$ cat src/rtl/conv_window_sequencer_if.sv
// rtl/conv_window_sequencer_if.sv - control, stream and ALU bundle of the convolution window sequencer
//
// Purpose: groups every non-clock signal of conv_window_sequencer.
//   master : environment side (drives start/abort/streams/ALU result, takes out stream)
//   slave  : sequencer side
// Signals:
//   start, abort, num_windows          job control
//   cfg_valid/cfg_ready/cfg_data       kernel byte stream
//   in_valid/in_ready/in_data          image-window byte stream
//   A_flat, B_flat                     kernel / window registers to the ALU
//   alu_result, alu_ovf                ALU outputs
//   out_valid/out_ready/out_data/out_ovf  result stream
//   busy, done, win_count, ovf_count   status
interface conv_window_sequencer_if #(
  parameter int CNT_W = 16
);
  logic              start;
  logic              abort;
  logic [CNT_W-1:0]  num_windows;
  logic              cfg_valid;
  logic              cfg_ready;
  logic [7:0]        cfg_data;
  logic              in_valid;
  logic              in_ready;
  logic [7:0]        in_data;
  logic [199:0]      A_flat;
  logic [199:0]      B_flat;
  logic signed [7:0] alu_result;
  logic              alu_ovf;
  logic              out_valid;
  logic              out_ready;
  logic [7:0]        out_data;
  logic              out_ovf;
  logic              busy;
  logic              done;
  logic [CNT_W-1:0]  win_count;
  logic [CNT_W-1:0]  ovf_count;

  modport master (
    output start, abort, num_windows, cfg_valid, cfg_data, in_valid, in_data,
           alu_result, alu_ovf, out_ready,
    input  cfg_ready, in_ready, A_flat, B_flat, out_valid, out_data, out_ovf,
           busy, done, win_count, ovf_count
  );

  modport slave (
    input  start, abort, num_windows, cfg_valid, cfg_data, in_valid, in_data,
           alu_result, alu_ovf, out_ready,
    output cfg_ready, in_ready, A_flat, B_flat, out_valid, out_data, out_ovf,
           busy, done, win_count, ovf_count
  );
endinterface

$ cat src/rtl/conv_window_sequencer.sv
// rtl/conv_window_sequencer.sv - loads a 5x5 kernel once, then streams windows through the conv ALU
//
// Purpose: per job, load 25 kernel bytes into A_flat, then for each of num_windows windows
//   load 25 bytes into B_flat, capture the ALU result for one cycle and present it on the
//   out stream until accepted. done pulses once after the last window is accepted.
// Ports:
//   clk    : rising-edge clock
//   rst_n  : asynchronous active-low reset
//   bus    : conv_window_sequencer_if.slave (job control, streams, ALU, status)
module conv_window_sequencer #(
  parameter int CNT_W = 16
) (
  input  logic                  clk,
  input  logic                  rst_n,
  conv_window_sequencer_if.slave bus
);

  typedef enum logic [2:0] {
    S_IDLE,
    S_LOAD_K,
    S_LOAD_W,
    S_CALC,
    S_OUT
  } state_t;

  state_t           r_state;
  logic [4:0]       r_k_idx;
  logic [4:0]       r_w_idx;
  logic [199:0]     r_a_flat;
  logic [199:0]     r_b_flat;
  logic [CNT_W-1:0] r_num_windows;
  logic [CNT_W-1:0] r_win_count;
  logic [CNT_W-1:0] r_ovf_count;
  logic [7:0]       r_out_data;
  logic             r_out_ovf;
  logic             r_out_valid;
  logic             r_cfg_ready;
  logic             r_in_ready;
  logic             r_busy;
  logic             r_done;

  logic [CNT_W-1:0] w_win_next;

  assign w_win_next = r_win_count + CNT_W'(1);

  always_ff @(posedge clk or negedge rst_n) begin
    if (!rst_n) begin
      r_state       <= S_IDLE;
      r_k_idx       <= '0;
      r_w_idx       <= '0;
      r_a_flat      <= '0;
      r_b_flat      <= '0;
      r_num_windows <= '0;
      r_win_count   <= '0;
      r_ovf_count   <= '0;
      r_out_data    <= '0;
      r_out_ovf     <= 1'b0;
      r_out_valid   <= 1'b0;
      r_cfg_ready   <= 1'b0;
      r_in_ready    <= 1'b0;
      r_busy        <= 1'b0;
      r_done        <= 1'b0;
    end else begin
      r_done <= 1'b0;
      // Abort wins over any handshake in the same cycle; data registers and counters are kept.
      if (r_state != S_IDLE && bus.abort) begin
        r_state     <= S_IDLE;
        r_busy      <= 1'b0;
        r_cfg_ready <= 1'b0;
        r_in_ready  <= 1'b0;
        r_out_valid <= 1'b0;
      end else begin
        case (r_state)
          S_IDLE: begin
            if (bus.start && bus.num_windows != '0) begin
              r_num_windows <= bus.num_windows;
              r_win_count   <= '0;
              r_ovf_count   <= '0;
              r_k_idx       <= '0;
              r_w_idx       <= '0;
              r_busy        <= 1'b1;
              r_cfg_ready   <= 1'b1;
              r_state       <= S_LOAD_K;
            end
          end
          // Ready flags are registered alongside the state, so valid alone marks a handshake here.
          S_LOAD_K: begin
            if (bus.cfg_valid) begin
              r_a_flat[{r_k_idx, 3'b000} +: 8] <= bus.cfg_data;
              if (r_k_idx == 5'd24) begin
                r_k_idx     <= '0;
                r_cfg_ready <= 1'b0;
                r_in_ready  <= 1'b1;
                r_state     <= S_LOAD_W;
              end else begin
                r_k_idx <= r_k_idx + 5'd1;
              end
            end
          end
          S_LOAD_W: begin
            if (bus.in_valid) begin
              r_b_flat[{r_w_idx, 3'b000} +: 8] <= bus.in_data;
              if (r_w_idx == 5'd24) begin
                r_w_idx    <= '0;
                r_in_ready <= 1'b0;
                r_state    <= S_CALC;
              end else begin
                r_w_idx <= r_w_idx + 5'd1;
              end
            end
          end
          // One cycle for the ALU to settle on the freshly loaded window.
          S_CALC: begin
            r_out_data  <= bus.alu_result;
            r_out_ovf   <= bus.alu_ovf;
            if (bus.alu_ovf && r_ovf_count != '1) begin
              r_ovf_count <= r_ovf_count + CNT_W'(1);
            end
            r_out_valid <= 1'b1;
            r_state     <= S_OUT;
          end
          S_OUT: begin
            if (bus.out_ready) begin
              r_out_valid <= 1'b0;
              r_win_count <= w_win_next;
              if (w_win_next == r_num_windows) begin
                r_busy  <= 1'b0;
                r_done  <= 1'b1;
                r_state <= S_IDLE;
              end else begin
                r_in_ready <= 1'b1;
                r_state    <= S_LOAD_W;
              end
            end
          end
          default: begin
            r_state <= S_IDLE;
          end
        endcase
      end
    end
  end

  assign bus.cfg_ready = r_cfg_ready;
  assign bus.in_ready  = r_in_ready;
  assign bus.A_flat    = r_a_flat;
  assign bus.B_flat    = r_b_flat;
  assign bus.out_valid = r_out_valid;
  assign bus.out_data  = r_out_data;
  assign bus.out_ovf   = r_out_ovf;
  assign bus.busy      = r_busy;
  assign bus.done      = r_done;
  assign bus.win_count = r_win_count;
  assign bus.ovf_count = r_ovf_count;

endmodule

$ cat src/flat_wrapper.sv
// flat-port wrapper written by rule: the top's interface ports become plain ports
module conv_window_sequencer_flat 
#(
  parameter int CNT_W = 16
)
  (clk, rst_n, bus_start, bus_abort, bus_num_windows, bus_cfg_valid, bus_cfg_data, bus_in_valid, bus_in_data, bus_alu_result, bus_alu_ovf, bus_out_ready, bus_cfg_ready, bus_in_ready, bus_A_flat, bus_B_flat, bus_out_valid, bus_out_data, bus_out_ovf, bus_busy, bus_done, bus_win_count, bus_ovf_count);
  conv_window_sequencer_if #(.CNT_W(CNT_W)) bus_i ();
  input  logic clk;
  input  logic rst_n;
  input wire logic [$bits(bus_i.start)-1:0] bus_start;
  input wire logic [$bits(bus_i.abort)-1:0] bus_abort;
  input wire logic [$bits(bus_i.num_windows)-1:0] bus_num_windows;
  input wire logic [$bits(bus_i.cfg_valid)-1:0] bus_cfg_valid;
  input wire logic [$bits(bus_i.cfg_data)-1:0] bus_cfg_data;
  input wire logic [$bits(bus_i.in_valid)-1:0] bus_in_valid;
  input wire logic [$bits(bus_i.in_data)-1:0] bus_in_data;
  input wire logic [$bits(bus_i.alu_result)-1:0] bus_alu_result;
  input wire logic [$bits(bus_i.alu_ovf)-1:0] bus_alu_ovf;
  input wire logic [$bits(bus_i.out_ready)-1:0] bus_out_ready;
  output wire logic [$bits(bus_i.cfg_ready)-1:0] bus_cfg_ready;
  output wire logic [$bits(bus_i.in_ready)-1:0] bus_in_ready;
  output wire logic [$bits(bus_i.A_flat)-1:0] bus_A_flat;
  output wire logic [$bits(bus_i.B_flat)-1:0] bus_B_flat;
  output wire logic [$bits(bus_i.out_valid)-1:0] bus_out_valid;
  output wire logic [$bits(bus_i.out_data)-1:0] bus_out_data;
  output wire logic [$bits(bus_i.out_ovf)-1:0] bus_out_ovf;
  output wire logic [$bits(bus_i.busy)-1:0] bus_busy;
  output wire logic [$bits(bus_i.done)-1:0] bus_done;
  output wire logic [$bits(bus_i.win_count)-1:0] bus_win_count;
  output wire logic [$bits(bus_i.ovf_count)-1:0] bus_ovf_count;
  assign bus_i.start = bus_start;
  assign bus_i.abort = bus_abort;
  assign bus_i.num_windows = bus_num_windows;
  assign bus_i.cfg_valid = bus_cfg_valid;
  assign bus_i.cfg_data = bus_cfg_data;
  assign bus_i.in_valid = bus_in_valid;
  assign bus_i.in_data = bus_in_data;
  assign bus_i.alu_result = bus_alu_result;
  assign bus_i.alu_ovf = bus_alu_ovf;
  assign bus_i.out_ready = bus_out_ready;
  assign bus_cfg_ready = bus_i.cfg_ready;
  assign bus_in_ready = bus_i.in_ready;
  assign bus_A_flat = bus_i.A_flat;
  assign bus_B_flat = bus_i.B_flat;
  assign bus_out_valid = bus_i.out_valid;
  assign bus_out_data = bus_i.out_data;
  assign bus_out_ovf = bus_i.out_ovf;
  assign bus_busy = bus_i.busy;
  assign bus_done = bus_i.done;
  assign bus_win_count = bus_i.win_count;
  assign bus_ovf_count = bus_i.ovf_count;
  conv_window_sequencer #(.CNT_W(CNT_W)) u_core (.clk(clk), .rst_n(rst_n), .bus(bus_i));
endmodule
$ cat config.mk
export PLATFORM = sky130hd
export DESIGN_NAME = conv_window_sequencer_flat
export DESIGN_NICKNAME = d
export VERILOG_FILES = /design/src/rtl/conv_window_sequencer_if.sv /design/src/rtl/conv_window_sequencer.sv /design/src/flat_wrapper.sv
export SDC_FILE = /design/constraint.sdc
export NUM_CORES = 1
export LEC_CHECK = 0
export ABC_CLOCK_PERIOD_IN_PS = 2800
export CORE_UTILIZATION = 45
export DETAILED_ROUTE_END_ITERATION = 12
export PLACE_DENSITY = 0.78
export SLEW_MARGIN = 20
export SYNTH_ARGS = -nofsm -noshare
export SYNTH_HDL_FRONTEND = slang
export SYNTH_SLANG_ARGS = --single-unit
$ cat constraint.sdc
create_clock -name clk -period 2.8 [get_ports clk]
set_input_delay 0.56 -clock clk [delete_from_list [all_inputs] [get_ports clk]]
set_output_delay 0.56 -clock clk [all_outputs]
set_load 0.01 [all_outputs]
# Word-level counts from Yosys, hierarchy flattened
# Cells that the tools add are included.
# totals
ff_bits,475
# op_classes
addsub,6
eq_ne,21
shift,4
mux,47
n_bitwise,1
n_reduce_logical,27
# op_table
cell,n
bitwise mux 200 bit,2
variable shift 8 x 10 -> 200 bit (first input constant),2
indexed part select 8 x 10 -> 200 bit,2
case mux 16 bit (2 select lines),2
2-to-1 mux 16 bit,3
adder 16 x 1 -> 16 bit (second input constant),2
2-to-1 mux 5 bit,5
AND reduction 4 bit,6
2-to-1 mux 3 bit,7
2-to-1 mux 1 bit,20
negator 8 -> 10 bit,2
case mux 5 bit (2 select lines),2
equality test 16 bit,1
!= test 16 bit (second input constant),1
nonzero test 16 bit,1
case mux 3 bit (5 select lines),1
!= test 3 x 1 -> 1 bit (second input constant),4
!= test 3 x 2 -> 1 bit (second input constant),4
nonzero test 3 bit,4
adder 5 x 1 -> 5 bit (second input constant),2
equality test 5 bit (second input constant),2
AND reduction 3 bit,3
nonzero test 2 bit,4
AND reduction 7 bit,1
other kinds (14),23

# Depth between registers and ports, before layout
# depth
ltp_word,6
mapped_depth,11

# Worst setup path before layout
# OpenSTA, ideal clock, no wires.
# synth_timing
path_kind,reg-to-reg
start,"register u_core.r_win_count[0], in the netlist u_core.bus.win_count[0]"
end,"register u_core.r_in_ready, in the netlist u_core.bus.in_ready"
setup_time_ns,0.128
t_arrival_ns,2.510
slack_ns,0.163
stages_incl_launch_ff,9
n_path_buf,0
cell_sequence,dfrtp_1 ha_1 nand3_2 or4_1 a211o_1 a22oi_2 nand4_2 o31ai_2 mux2_1
# synth_between
elab_chain_cells,4
# synth_rtl
element,line,text
from (decl),conv_window_sequencer.sv:32,logic [CNT_W-1:0] r_win_count;
from (signal assigned),conv_window_sequencer.sv:125,r_win_count <= w_win_next;
adder 16 x 1 -> 16 bit,conv_window_sequencer.sv:44,assign w_win_next = r_win_count + CNT_W'(1);
equality test 16 bit,conv_window_sequencer.sv:126,if (w_win_next == r_num_windows) begin
!= test 3 x 2 -> 1 bit (no line),-,
AND reduction 7 bit (no line),-,
to (signal assigned),conv_window_sequencer.sv:60,r_in_ready <= 1'b0;
to (signal assigned),conv_window_sequencer.sv:70,r_in_ready <= 1'b0;
to (signal assigned),conv_window_sequencer.sv:131,r_in_ready <= 1'b1;
to (decl),conv_window_sequencer.sv:38,logic r_in_ready;
# Every way passes these cells.
# A chain may end at the register's enable or synchronous reset.

# Worst setup path in the final report
# Ends and elaborated chain as after synthesis.

==> results.md <==
- I/O Buffers: 493
- Total CTS buffers: 49
- Max VDD drop: 574 µV
- RSZ-0062 raised after global routing: true
- Net Count, Synth: 1745
- Clk Tree Root Cell: clkbuf_16
- Fin crit period: 2.65 ns
- Top cells by area, synth: dfrtp_1, mux2_2, nand2_1, o21ai_0, nor2_1
- DRC: 0
- CTS Buffer Depth: 3
- Die Wd: 214 µm
- Worst slew pin tran: just over 0.8 ns
- Sequential area share after synthesis: 58.9%
- Detailed placement HPWL: 46.2 mm
- Fmax: between 300 and 400 MHz
- First-pass DRT Iterations: 5
- Die area: 45700 µm²
- Hold Path End: u_core.bus.A_flat[10]
- Hold Crit Class: flop to flop
- # nets final: 2341
- Final-report max-slew violation count: 0
- CTS tree: built
- Worst skew pair latency: 0.60 ns
- Area Overhead vs Synth: 40.9%
- Core outline area: 44200 µm²
- Finished Core Util: roughly 64%
- Die Y: 214 µm
- Internal: 13.1 mW
- Core Rows: between 70 and 80
- Yosys warns: 0
- WL final: 62.8 mm
- Initial antenna violation count: 0
- Logic gate share of total power: 22.2%
- Synth async-reset ratio: 100%
- Critical Path Sink Type: flop
- Post-synth cell types: 66
- Avg Inst Size Synth: ~12 µm²
- # IOs: a little under 500
- Global-route wire length before repair: roughly 94 mm
- Starting DRT DRC Count: approximately 1100
- Syn Inst Count: 1685
- Worst-path maximum fanout: 6
- Hold Crit Depth: 2
- Hold Crit Start: u_core.bus.A_flat[10]
- Cell taking the most area after synthesis: dfrtp_1
- Synth Cell Area: 20200 µm²
- # H-tree levels: 2
- Clk pwr share: between 30 and 40%
- Slew headroom: 44.5%
- Leak: roughly 13 nW
- Sw Pwr: 5.60 mW
- Initial core utilization: 45.6%
- Final hold violation count: 0
- Startpoint types: flop
- Post-synth top area share: 58.9%
- Via density: 5.41
- Post-synth EDFFs: 0
- Fin Clk Skew: approximately 0.022 ns
- RR Endpoint: u_core.bus.in_ready
- Crit path DAT: 3.11 ns
- Clock sink count: 475
- Cell Pwr Density: 659 nW/µm²
- Total gr overflow: 0
- Largest net degree at the start of global routing: 91
- Sw Ratio: 29.9%
- Via Count: 15773
- Antenna Cells: 0
- FF-to-FF path depth: 8
- Clock transition at path regs: 0.06 ns
- WL/cell: 21.6 µm
- Routability cong.: 0.865
- Reg-to-reg startpoint: u_core.bus.win_count[0]
- Sequential share of power: 40.9%
- R2r setup slk: ~0.15 ns
- Total GRT Usage: 27.2%
- Final setup fails: 0
- Hold slack: 0.475 ns
- Antenna Nets Post-Route: 0
- Power Total: between 15 and 20 mW
- Layout cells sized above 1: a little under a quarter
- Status: completed
- Period utilisation layout: 94.5%
- Yosys reg bits: 475
- Maxcap violations: 0
- Req. time, crit path: 3.26 ns
- Top_reg_cell synth: dfrtp_1
- WS Path Type: flop to flop
- Vias in the first global route: 15905
==> worst max-delay path, stage by stage, from the launching register on <==
cell and delay [ns]:
dfrtp_1 0.36, ha_2 0.27, nand3_2 0.11, or4_1 0.49, a211o_1 0.32, a22oi_2 0.19
nand4_2 0.21, o31ai_2 0.24, mux2_1 0.34
==> power groups by stage <==
stage / Combinational, mW / Clock (mW) / Sequential (mW)
finish: 4.15 / 6.92 / 7.66
detailed placement: 4.10 / 0 / 7.77
global placement: 4.01 / 0 / 7.75
CTS: 4.14 / 7.05 / 7.65
global route: 4.50 / 7.30 / 7.71
floorplan: 2.04 / 0 / 7.85
==> area by class of cell <==
| class | count | area (µm²) |
|---|---|---|
| repair buffers | 609 | 6030 |
| multi-input cells | 1101 | 7870 |
| clock inverters | 22 | 308 |
| clock buffers | 69 | 1420 |
| flip-flops and latches | 475 | 11900 |
| fillers | 3327 | 15800 |
| well taps | 592 | 741 |
| inverters | 45 | 169 |
==> how the worst max path moves through the flow <==
stage,start,to,cells past startpoint
6_report,u_core.bus.win_count[0],u_core.bus.in_ready,8
2_1_floorplan,u_core.bus.win_count[0],u_core.bus.in_ready,8
5_1_grt,u_core.bus.win_count[1],u_core.bus.in_ready,9
4_1_cts,u_core.bus.win_count[0],u_core.bus.in_ready,8
3_5_place_dp,bus_num_windows[9],u_core.bus.ovf_count[14],9
3_3_place_gp,bus_num_windows[9],u_core.bus.ovf_count[7],9
==> logic make-up (layout without fill, tap and decap cells) <==
| kind of cell | after synthesis | in the layout | synth area share [%] |
|---|---|---|---|
| simple gates | 535 | 535 | 12.4 |
| flops | 475 | 475 | 58.9 |
| mux | 340 | 340 | 18.8 |
| compound gates | 178 | 178 | 5.32 |
| buf+inv | 109 | 745 | 2.15 |
| xor+xnor | 36 | 36 | 1.64 |
| fa+ha+maj | 12 | 12 | 0.744 |
==> metrics by stage <==
| step | setup TNS [ns] | area (µm²) | worst slack, ns | std cells |
|---|---|---|---|---|
| after global routing | -0.0139 | 28400 | -0.0136 | 2913 |
| after CTS | 0 | 28400 | 0.121 | 2912 |
| after floorplan | 0 | 20200 | 0.163 | 1685 |
| after global placement | -2.60 | 26700 | -0.152 | 2820 |
| final | 0 | 28400 | 0.153 | 2913 |
| after detailed placement | -6.56 | 26700 | -0.174 | 2820 |
==> routing by layer <==
metal,track usage [%],vias to the layer above,part of all wire [%]
met1,33.4,7970,39
li1,-,7043,-
met4,11.9,0,4.0
met2,44.7,610,49
met5,0,-,0
met3,7.75,150,8.1
==> flip-flops by register name, summed over array words and instances (netlist names) <==
signal,count
u_core.bus.A_flat,200
u_core.bus.B_flat,200
u_core.bus.busy,1
u_core.bus.cfg_ready,1
u_core.bus.done,1
u_core.bus.in_ready,1
u_core.bus.out_data,8
u_core.bus.out_ovf,1
u_core.bus.out_valid,1
u_core.bus.ovf_count,16
u_core.bus.win_count,16
u_core.r_k_idx,5
u_core.r_num_windows,16
u_core.r_state,3
u_core.r_w_idx,5
==> cells in the mapped netlist (6+ instances only) <==
cell and instances:
mux2_2 309, nand3_1 24, nand2_1 247, o31ai_1 14
xnor2_1 26, clkbuf_1 49, and3_1 20, and2_1 32
buf_2 11, or3_1 7, dfrtp_1 475, nand4_1 17
nor2b_1 7, nor3_1 26, xor2_1 9, nor2_1 107
mux2i_1 26, nand2b_1 12, or4_1 6, a31oi_1 6
inv_1 45, o21ai_0 105, a21oi_1 18, ha_1 12
==> layout by cell type (no fill, tap or decap), types with 7 or more instances in the layout <==
master,n
inv_1,45
buf_12,17
nor2_1,105
nor3_1,26
ha_1,11
o31ai_1,14
o21ai_0,105
and2_1,32
clkbuf_1,9
and3_1,20
a21oi_1,18
clkbuf_16,50
nand3_1,24
xnor2_1,26
nor2b_1,7
xor2_1,9
buf_4,98
nand4_1,17
mux2i_1,26
dfrtp_1,475
clkdlybuf4s50_1,492
nand2b_1,12
nand2_1,247
or3_1,7
mux2_2,309
clkbuf_8,10
clkinv_2,7
==> timing repair <==
action	CTS	global route
endpoints found under the setup margin	0	3
hold buffers	1	0
resized for setup	0	3
buffers inserted	0	1
endpoints found under the hold margin	52	0
Power figures use the tool's default switching activity.
